===== src/rtl/cache_line_state_if.sv =====
// cache_line_state_if
//   Bundles the line-operation port, the per-set read port, the flush
//   control and the writeback handshake of cache_line_state.
//
//   Parameters
//     s_index     set index width  (num_sets = 2**s_index)
//     w_index     way index width  (num_ways = 2**w_index)
//
//   Signals
//     op          line operation (000 idle, 001 fill, 010 mark dirty,
//                 011 clean, 100 invalidate, others idle)
//     set_sel     set addressed by op and by the read port
//     way_sel     way addressed by op
//     valid_out   valid bits of every way in set_sel
//     dirty_out   dirty bits of every way in set_sel
//     flush_req   start a flush (only looked at while idle)
//     flush_busy  flush engine active
//     flush_done  one-cycle pulse when a flush completes
//     wb_valid    line at wb_set/wb_way is offered for writeback
//     wb_set      set of the offered line
//     wb_way      way of the offered line
//     wb_ready    writeback path accepts the offered line
//
//   Modports
//     master      cache controller / writeback side
//     slave       the line-state array itself
interface cache_line_state_if #(
  parameter int s_index = 4,
  parameter int w_index = 2
);

  localparam int num_ways = 2 ** w_index;

  logic [2:0]          op;
  logic [s_index-1:0]  set_sel;
  logic [w_index-1:0]  way_sel;
  logic [num_ways-1:0] valid_out;
  logic [num_ways-1:0] dirty_out;

  logic                flush_req;
  logic                flush_busy;
  logic                flush_done;

  logic                wb_valid;
  logic [s_index-1:0]  wb_set;
  logic [w_index-1:0]  wb_way;
  logic                wb_ready;

  modport master (
    output op, set_sel, way_sel, flush_req, wb_ready,
    input  valid_out, dirty_out, flush_busy, flush_done,
           wb_valid, wb_set, wb_way
  );

  modport slave (
    input  op, set_sel, way_sel, flush_req, wb_ready,
    output valid_out, dirty_out, flush_busy, flush_done,
           wb_valid, wb_set, wb_way
  );

endinterface


===== src/rtl/cache_line_state.sv =====
// cache_line_state
//   Valid/dirty state for every (set, way) of a set-associative cache,
//   plus a flush engine that walks all lines and offers each valid-dirty
//   one to the writeback path over a valid/ready handshake.
//
//   Ports
//     clk    clock
//     rst    synchronous, active-high reset; clears all state and aborts
//            any flush in progress without a flush_done pulse
//     bus    cache_line_state_if.slave: op/set_sel/way_sel line updates,
//            valid_out/dirty_out combinational read of set_sel,
//            flush_req/flush_busy/flush_done flush control,
//            wb_valid/wb_set/wb_way/wb_ready writeback handshake
//
//   Build option
//     CACHE_LINE_STATE_FLUSH_INV_EN
//       defined:   every writeback transfer clears V and D, and the DONE
//                  state invalidates the whole array, so the cache is
//                  empty after a flush.
//       undefined: a flush only cleans lines; valid lines stay valid.
module cache_line_state #(
  parameter int s_index = 4,
  parameter int w_index = 2
) (
  input logic               clk,
  input logic               rst,
  cache_line_state_if.slave bus
);

  localparam int num_sets = 2 ** s_index;
  localparam int num_ways = 2 ** w_index;
  localparam int idx_w    = s_index + w_index;

  localparam logic [idx_w-1:0] LAST_IDX = '1;
  localparam logic [idx_w-1:0] IDX_ONE  = idx_w'(1);

  localparam logic [2:0] OP_FILL  = 3'b001;
  localparam logic [2:0] OP_DIRTY = 3'b010;
  localparam logic [2:0] OP_CLEAN = 3'b011;
  localparam logic [2:0] OP_INVAL = 3'b100;

  typedef enum logic [1:0] {
    IDLE,
    SCAN,
    WB,
    DONE
  } state_t;

  state_t state_q, state_d;

  logic [idx_w-1:0] idx_q, idx_d;

  logic [num_sets-1:0][num_ways-1:0] valid_q;
  logic [num_sets-1:0][num_ways-1:0] dirty_q;

  logic [s_index-1:0] cur_set;
  logic [w_index-1:0] cur_way;
  logic               cur_vd;
  logic               wb_xfer;

  // The scan index is laid out {set, way}, so the way advances fastest.
  assign cur_set = idx_q[idx_w-1:w_index];
  assign cur_way = idx_q[w_index-1:0];
  assign cur_vd  = valid_q[cur_set][cur_way] & dirty_q[cur_set][cur_way];
  assign wb_xfer = (state_q == WB) && bus.wb_ready;

  // Flush state and scan index registers.
  always_ff @(posedge clk) begin
    if (rst) begin
      state_q <= IDLE;
      idx_q   <= '0;
    end else begin
      state_q <= state_d;
      idx_q   <= idx_d;
    end
  end

  // Next-state logic and status outputs of the flush engine.
  always_comb begin
    state_d        = state_q;
    idx_d          = idx_q;
    bus.flush_busy = 1'b0;
    bus.flush_done = 1'b0;
    bus.wb_valid   = 1'b0;

    case (state_q)
      IDLE: begin
        if (bus.flush_req) begin
          state_d = SCAN;
          idx_d   = '0;
        end
      end

      SCAN: begin
        bus.flush_busy = 1'b1;
        // A dirty line parks the index so WB can offer it; otherwise
        // the scan moves on or finishes after the final line.
        if (cur_vd) begin
          state_d = WB;
        end else if (idx_q == LAST_IDX) begin
          state_d = DONE;
        end else begin
          idx_d = idx_q + IDX_ONE;
        end
      end

      WB: begin
        bus.flush_busy = 1'b1;
        bus.wb_valid   = 1'b1;
        // The index is frozen until the writeback path takes the line,
        // which keeps wb_set/wb_way stable under backpressure.
        if (bus.wb_ready) begin
          if (idx_q == LAST_IDX) begin
            state_d = DONE;
          end else begin
            state_d = SCAN;
            idx_d   = idx_q + IDX_ONE;
          end
        end
      end

      DONE: begin
        bus.flush_busy = 1'b1;
        bus.flush_done = 1'b1;
        state_d        = IDLE;
        idx_d          = '0;
      end

      default: begin
        state_d = IDLE;
        idx_d   = '0;
      end
    endcase
  end

  assign bus.wb_set = cur_set;
  assign bus.wb_way = cur_way;

  // Reads are straight from the flops, so an update becomes visible
  // only in the cycle after the edge that wrote it.
  assign bus.valid_out = valid_q[bus.set_sel];
  assign bus.dirty_out = dirty_q[bus.set_sel];

  // Line state array. Controller ops are honoured only while idle,
  // which includes the cycle that launches a flush; the flush engine
  // owns the array for the rest of the flush.
  always_ff @(posedge clk) begin
    if (rst) begin
      valid_q <= '0;
      dirty_q <= '0;
    end else begin
      if (state_q == IDLE) begin
        case (bus.op)
          OP_FILL: begin
            valid_q[bus.set_sel][bus.way_sel] <= 1'b1;
            dirty_q[bus.set_sel][bus.way_sel] <= 1'b0;
          end
          OP_DIRTY: begin
            // Only a resident line can become dirty.
            if (valid_q[bus.set_sel][bus.way_sel]) begin
              dirty_q[bus.set_sel][bus.way_sel] <= 1'b1;
            end
          end
          OP_CLEAN: begin
            dirty_q[bus.set_sel][bus.way_sel] <= 1'b0;
          end
          OP_INVAL: begin
            valid_q[bus.set_sel][bus.way_sel] <= 1'b0;
            dirty_q[bus.set_sel][bus.way_sel] <= 1'b0;
          end
          default: begin
          end
        endcase
      end

      if (wb_xfer) begin
        dirty_q[cur_set][cur_way] <= 1'b0;
`ifdef CACHE_LINE_STATE_FLUSH_INV_EN
        valid_q[cur_set][cur_way] <= 1'b0;
`endif
      end

`ifdef CACHE_LINE_STATE_FLUSH_INV_EN
      // Leave the cache completely empty once the walk has finished.
      if (state_q == DONE) begin
        valid_q <= '0;
        dirty_q <= '0;
      end
`endif
    end
  end

endmodule

===== src/flat_wrapper.sv =====
// flat-port wrapper written by rule: the top's interface ports become plain ports
module cache_line_state_flat 
#(
  parameter int s_index = 4,
  parameter int w_index = 2
)
  (clk, rst, bus_op, bus_set_sel, bus_way_sel, bus_flush_req, bus_wb_ready, bus_valid_out, bus_dirty_out, bus_flush_busy, bus_flush_done, bus_wb_valid, bus_wb_set, bus_wb_way);
  cache_line_state_if #(.s_index(s_index), .w_index(w_index)) bus_i ();
  input logic clk;
  input logic rst;
  input wire logic [$bits(bus_i.op)-1:0] bus_op;
  input wire logic [$bits(bus_i.set_sel)-1:0] bus_set_sel;
  input wire logic [$bits(bus_i.way_sel)-1:0] bus_way_sel;
  input wire logic [$bits(bus_i.flush_req)-1:0] bus_flush_req;
  input wire logic [$bits(bus_i.wb_ready)-1:0] bus_wb_ready;
  output wire logic [$bits(bus_i.valid_out)-1:0] bus_valid_out;
  output wire logic [$bits(bus_i.dirty_out)-1:0] bus_dirty_out;
  output wire logic [$bits(bus_i.flush_busy)-1:0] bus_flush_busy;
  output wire logic [$bits(bus_i.flush_done)-1:0] bus_flush_done;
  output wire logic [$bits(bus_i.wb_valid)-1:0] bus_wb_valid;
  output wire logic [$bits(bus_i.wb_set)-1:0] bus_wb_set;
  output wire logic [$bits(bus_i.wb_way)-1:0] bus_wb_way;
  assign bus_i.op = bus_op;
  assign bus_i.set_sel = bus_set_sel;
  assign bus_i.way_sel = bus_way_sel;
  assign bus_i.flush_req = bus_flush_req;
  assign bus_i.wb_ready = bus_wb_ready;
  assign bus_valid_out = bus_i.valid_out;
  assign bus_dirty_out = bus_i.dirty_out;
  assign bus_flush_busy = bus_i.flush_busy;
  assign bus_flush_done = bus_i.flush_done;
  assign bus_wb_valid = bus_i.wb_valid;
  assign bus_wb_set = bus_i.wb_set;
  assign bus_wb_way = bus_i.wb_way;
  cache_line_state #(.s_index(s_index), .w_index(w_index)) u_core (.clk(clk), .rst(rst), .bus(bus_i));
endmodule

===== config.mk =====
export PLATFORM = sky130hd
export DESIGN_NAME = cache_line_state_flat
export DESIGN_NICKNAME = d
export VERILOG_FILES = /design/src/rtl/cache_line_state_if.sv /design/src/rtl/cache_line_state.sv /design/src/flat_wrapper.sv
export SDC_FILE = /design/constraint.sdc
export NUM_CORES = 1
export LEC_CHECK = 0
export CAP_MARGIN = 20
export CORE_MARGIN = 2
export CORE_UTILIZATION = 61
export DETAILED_ROUTE_END_ITERATION = 10
export PLACE_DENSITY = 0.8
export SYNTH_ARGS = -nofsm -noshare
export SYNTH_HDL_FRONTEND = slang
export SYNTH_SLANG_ARGS = --single-unit

===== constraint.sdc =====
create_clock -name clk -period 4.7 [get_ports clk]
set_input_delay 1.175 -clock clk [delete_from_list [all_inputs] [get_ports clk]]
set_output_delay 1.175 -clock clk [all_outputs]
set_load 0.05 [all_outputs]

==> results of run 1 <==
[kinds of logic (layout without fill, tap and decap cells)]
logic type | Yosys count | after routing | share of synthesized area, %
AND/OR/NAND/NOR | 254 | 254 | 14.9
multiplexers | 60 | 60 | 14.4
AO/OA/AOI/OAI | 384 | 384 | 30.2
XOR/XNOR | 2 | 2 | 0.218
flip-flops | 136 | 136 | 33.9
adder cells (fa/ha/maj) | 9 | 9 | 1.40
other | 0 | 1 | 0
buffers and inverters | 88 | 102 | 4.90
[critical path: cells and delay by family]
| kind | cells | cell delay (ns) |
|---|---|---|
| multiplexers | 2 | 1.05 |
| buffers and inverters | 3 | 0.84 |
[through the flow]
step	setup slack (ns)	utilization, %	cell area (um^2)	total power, W	instances
after global routing	0.350	70.4	8960	0.00305	1120
after detailed placement	0.441	65.8	8370	0.00167	1086
final	0.442	70.4	8960	0.00298	1120
after floorplan	0.388	-	8020	0.00153	933
after global placement	0.488	65.8	8370	0.00165	1086
after CTS	0.446	70.3	8950	0.00296	1118
[cell usage in the layout, fill, tap and decap left out, types with 2 or more instances in the layout]
master	netlist	final
a22oi_1	5	5
nand3b_1	4	4
nand2_1	49	49
clkbuf_16	0	17
clkinv_2	0	4
nor3_2	2	3
nand4_1	5	5
ha_1	9	9
clkinv_4	0	2
a21oi_1	75	75
o211ai_1	14	14
buf_4	4	35
clkinvlp_4	0	4
nand3_1	24	24
mux2i_1	16	16
a31oi_1	2	2
and2_1	2	2
clkdlybuf4s50_1	0	18
buf_2	14	2
o22ai_1	6	6
and3b_1	2	2
inv_1	13	13
dfxtp_1	136	135
clkbuf_8	0	4
nor2b_1	15	15
o21ai_0	102	102
nor2_1	105	105
and3_1	6	6
nand2b_1	12	12
a221oi_1	65	65
a211oi_1	66	66
nor3_1	15	14
nor4_1	3	3
or3_1	3	3
nand3_2	2	2
mux4_2	44	44
o21ai_1	40	40
a41oi_1	2	2
[power breakdown]
part / internal (W) / total, W / leakage (nW) / switching [W]
sequential: 0.00117 / 0.00119 / 1.10 / 0.0000246
clock: 0.000779 / 0.00131 / 0.277 / 0.000535
combinational: 0.000145 / 0.000476 / 1.27 / 0.000331
total: 0.00209 / 0.00298 / 2.64 / 0.000891
[area by class of cell]
class / count / area, um^2
sequential: 136 / 2720
inverter: 13 / 48.8
clock inverter: 11 / 97.6
fill: 1043 / 3770
multi-input combinational: 709 / 4910
clock buffer: 21 / 480
timing repair buffer: 57 / 478
antenna: 1 / 2.50
tap: 172 / 215
[metal layers]
metal	part of all wire, %	wire (um)
met1	35	10600
met2	43	13000
met3	15	4540
met4	7.0	2110
met5	0	0
[worst max path at each step]
stage                         startpoint               end  slack [ns]
final                     bus_set_sel[0]  bus_valid_out[2]        0.44
after global routing      bus_set_sel[0]  bus_valid_out[2]        0.35
after global placement    bus_set_sel[0]  bus_valid_out[2]        0.49
after floorplan           bus_set_sel[1]  bus_dirty_out[3]        0.39
after detailed placement  bus_set_sel[0]  bus_dirty_out[0]        0.44
after CTS                 bus_set_sel[0]  bus_valid_out[2]        0.45
==> impl_metrics.ini, run 1 <==
[setup_path]
crit_required_ns = 3.52
cp-end-kind = output port
cpMostUsedCell = mux4_2
r2r_slack_ns = 1.48
crit_arrival_ns = 3.08
cp-start-kind = input port
slowest_delay_ns = 0.53
crit_slowest_cell = mux4_2
reg2reg_depth = 8
r2r-start = u_core.idx_q[4]
r2r-end = u_core.idx_q[4]
worst-setup-path-type = in2out
cp_max_fo = 25
cp_cell_sequence = buf_2 > buf_12 > mux4_2 > mux4_2 > buf_4

[sta]
hold_violations = 0
setup_viol = 0
skew_ns = 0.0111
relSlewSlack_pct = 36.1
max_freq_mhz = 235
fin_crit_ns = 4.26
worst_pin_slew_ns = 0.951
setup_tns_ns = 0
hold_ws_ns = 0.546
fin_crit_sh_pct = 90.6
drv_slew = 0
rsz0062_at_grt = no

[finish]
area_delta_synth_final_pct = 11.7
nets = 956
drive_above_1_share_pct = 13.2

[logic_synthesis]
dominantRegCellSynth = dfxtp_1
synth_common_cells = dfxtp_1 (136), nor2_1 (105), o21ai_0 (102), a21oi_1 (75), a211oi_1 (66)
netlist_area_um2 = 8020
syn_avg_cell_area_um2 = 8.60
ys_warn_count = 0
netlist_instances = 933
yosysTopAreaCell = dfxtp_1
yosysMostFrequentCell = dfxtp_1
synth_area_leaders = dfxtp_1 (34%), mux4_2 (12%), a221oi_1 (7.1%), o21ai_0 (6.4%), a211oi_1 (6.2%)
synth_edf_count = 0
synth_top_area_share_pct = 33.9
ys_seq_area_share_pct = 33.9
ys_ff_latch = 136
ys_types = 49
synthArstFlopShare_pct = 0
synth_nets = 955

[clocking]
cts_tree = built
insertion_delay_ns = 0.44
cts_inserted_buffers = 17
cts_resized = 0
post_cts_buffers = 0
clock_path_buffers = 2
htree_levels = 4
clk_transition_reported_paths_ns = 0.06
cts_hold_buf = 0
clkSinkCount = 136
root_buffer = clkbuf_16

[floorplan]
die_h_um = 119
core_um2 = 12700
initial_core_util_pct = 63.0
dieArea_um2 = 14100
placement_rows = 41
ios = 30
fp.dieW_um = 119

[power_and_ir_drop]
p_leak_nw = 2.64
cellPowerDensity_nw_per_um2 = 333
ir_worst_vdd_mv = 0.260

[global_route]
track_usage_pct = 43.1
grt.busiest_layer = met2
grt_max_degree = 65
antenna_found_initial = 1
grt_pass1_vias = 7884
met3_usage_pct = 12.4
grt_pass1_wl_mm = 46.3
grt_overflow = 0
met1_usage_pct = 56.9
met2_usage_pct = 63.0

[placement]
hpwl_mm = 20.8
numPortBuffers = 29
gp_congestion = 1.08

[min_path]
min_path_cells = 2
hold_path_class = reg2reg

[routing]
routed_wl_mm = 30.2
vias = 8727
first_iter_violations = 1614
drc = 0
ant_nets = 0
drt-wirelength-per-cell_um = 27.0
drt_pass1_iterations = 6
via_per_inst = 7.79

[flow_run]
drv_cap = 0

[outcome]
outcome = completed
Power figures use the tool's default switching activity.
==> run 2: changes to the inputs <==
- DONT_BUFFER_PORTS: unset -> 1
- PLACE_DENSITY: 0.8 -> 0.77
==> run 2 against run 1 <==
Compared with the run above: global-route usage decreased by 3.3 points; design area decreased by 4.3%; first-iteration DRC count decreased by 10%; register-to-register slack got worse by 0.14 ns; critical path type unchanged; clock power increased by 4%; largest power group unchanged.
==> impl_metrics.ini, run 2 (synthesized netlist as in run 1, its figures left out) <==
[clocking]
clk_transition_reported_paths_ns = 0.06
root_buffer = clkbuf_16
cts_tree = built
cts_hold_buf = 0
post_cts_buffers = 0
cts_inserted_buffers = 17
htree_levels = 4
clkSinkCount = 136
cts_resized = 0
clock_path_buffers = 2
insertion_delay_ns = 0.43

[setup_path]
worst-setup-path-type = in2out
cp-start-kind = input port
r2r_slack_ns = 1.34
path_buf_inv = 0
cp-end-kind = output port
cp_cell_sequence = mux4_2 > mux4_2
crit_required_ns = 3.52
r2r-start = u_core.idx_q[3]
r2r-end = u_core.idx_q[4]
cpMostUsedCell = mux4_2
reg2reg_depth = 9
crit_cells = 2
crit_slowest_cell = mux4_2
cp_max_fo = 46
crit_arrival_ns = 2.35
slowest_delay_ns = 0.66
critPathTopFamily = multiplexers

[routing]
vias = 8241
routed_wl_mm = 28.1
ant_nets = 0
drc = 0
drt_pass1_iterations = 6
via_per_inst = 7.69
first_iter_violations = 1448
drt-wirelength-per-cell_um = 26.2

[finish]
area_delta_synth_final_pct = 6.82
mostFrequentLayoutCells = dfxtp_1 (134), nor2_1 (105), o21ai_0 (102)
layout_commonest_cell = dfxtp_1
final_cell_area_um2 = 8570
fill_cells = 1076
drive_above_1_share_pct = 10.5
diodes = 0
nets = 908

[global_route]
grt.busiest_layer = met2
grt_pass1_vias = 7495
grt_pass1_wl_mm = 43.4
met1_usage_pct = 52.3
met2_usage_pct = 60.6
grt_overflow = 0
met3_usage_pct = 11.2
track_usage_pct = 39.8
antenna_found_initial = 0
grt_max_degree = 140

[floorplan]
die_h_um = 119
placement_rows = 41
core_um2 = 12700
ios = 30
fp.dieW_um = 119
initial_core_util_pct = 63.0
dieArea_um2 = 14100

[flow_run]
drv_cap = 0

[min_path]
hold_path_class = reg2reg
min_path_cells = 2
hold-path-endpoint = u_core.dirty_q[63]
hold_start = u_core.dirty_q[63]

[placement]
numPortBuffers = 0
post_dp_cell_area_um2 = 7960
hpwl_mm = 18.9
gp_congestion = 1.01

[sta]
setup_tns_ns = 0
worst_pin_slew_ns = 1.16
skew_ns = 0.00618
hold_violations = 0
fin_crit_ns = 3.53
rsz0062_at_grt = no
fin_crit_sh_pct = 75.1
relSlewSlack_pct = 22.3
drv_slew = 0
setup_viol = 0
max_freq_mhz = 283

[power_and_ir_drop]
ir_worst_vdd_mv = 0.400
cellPowerDensity_nw_per_um2 = 343
p_leak_nw = 2.44

[outcome]
outcome = completed
## run 2: changes by cell type in the layout (fill, tap and decap cells not counted), moves of 2 or more
cell / change
clkdlybuf4s50_1: -18
clkinv_4: -2
clkbuf_1: +3
clkinvlp_4: -2
buf_2: -2
buf_4: -26
## run 2: cell type report
cell class,count,area (um^2),area share [%]
multi-input cells,709,4910,57.4
flip-flops and latches,136,2730,31.8
clock buffers,25,505,5.90
well taps,172,215,2.51
clock inverters,7,90.1,1.05
repair buffers,9,67.6,0.789
inverters,13,48.8,0.570
## run 2: metal layers
layer / vias up / wire length [um]
li1: 3507 / -
met1: 3937 / 10300
met5: - / 0
met2: 673 / 12500
met4: 0 / 1420
met3: 124 / 3830
## run 2: how the worst max path moves through the flow
| stage | from | end | slack, ns |
|---|---|---|---|
| final | bus_set_sel[1] | bus_valid_out[2] | 1.17 |
| after global routing | u_core.idx_q[3] | u_core.idx_q[4] | 1.12 |
| after CTS | bus_set_sel[0] | bus_valid_out[1] | 1.18 |
| after detailed placement | bus_set_sel[0] | bus_valid_out[1] | 1.18 |
| after global placement | bus_set_sel[0] | bus_valid_out[1] | 1.20 |
| after floorplan | bus_set_sel[1] | bus_dirty_out[3] | 0.39 |
## run 2: metrics by stage
stage | power, W | std cells | worst slack [ns] | hold WS, ns | util [%]
floorplan | 0.00153 | 933 | 0.388 | 0.482 | -
global placement | 0.00158 | 1037 | 1.20 | 0.503 | 62.5
detailed placement | 0.00159 | 1037 | 1.18 | 0.504 | 62.5
CTS | 0.00292 | 1069 | 1.18 | 0.520 | 67.2
global route | 0.00302 | 1071 | 1.12 | 0.549 | 67.3
finish | 0.00294 | 1071 | 1.17 | 0.526 | 67.3
## run 2: report_power, final
group | switching, W | internal [W] | leakage, nW
sequential | 0.0000402 | 0.00117 | 1.10
clock | 0.000511 | 0.000849 | 0.289
combinational | 0.000265 | 0.000110 | 1.05
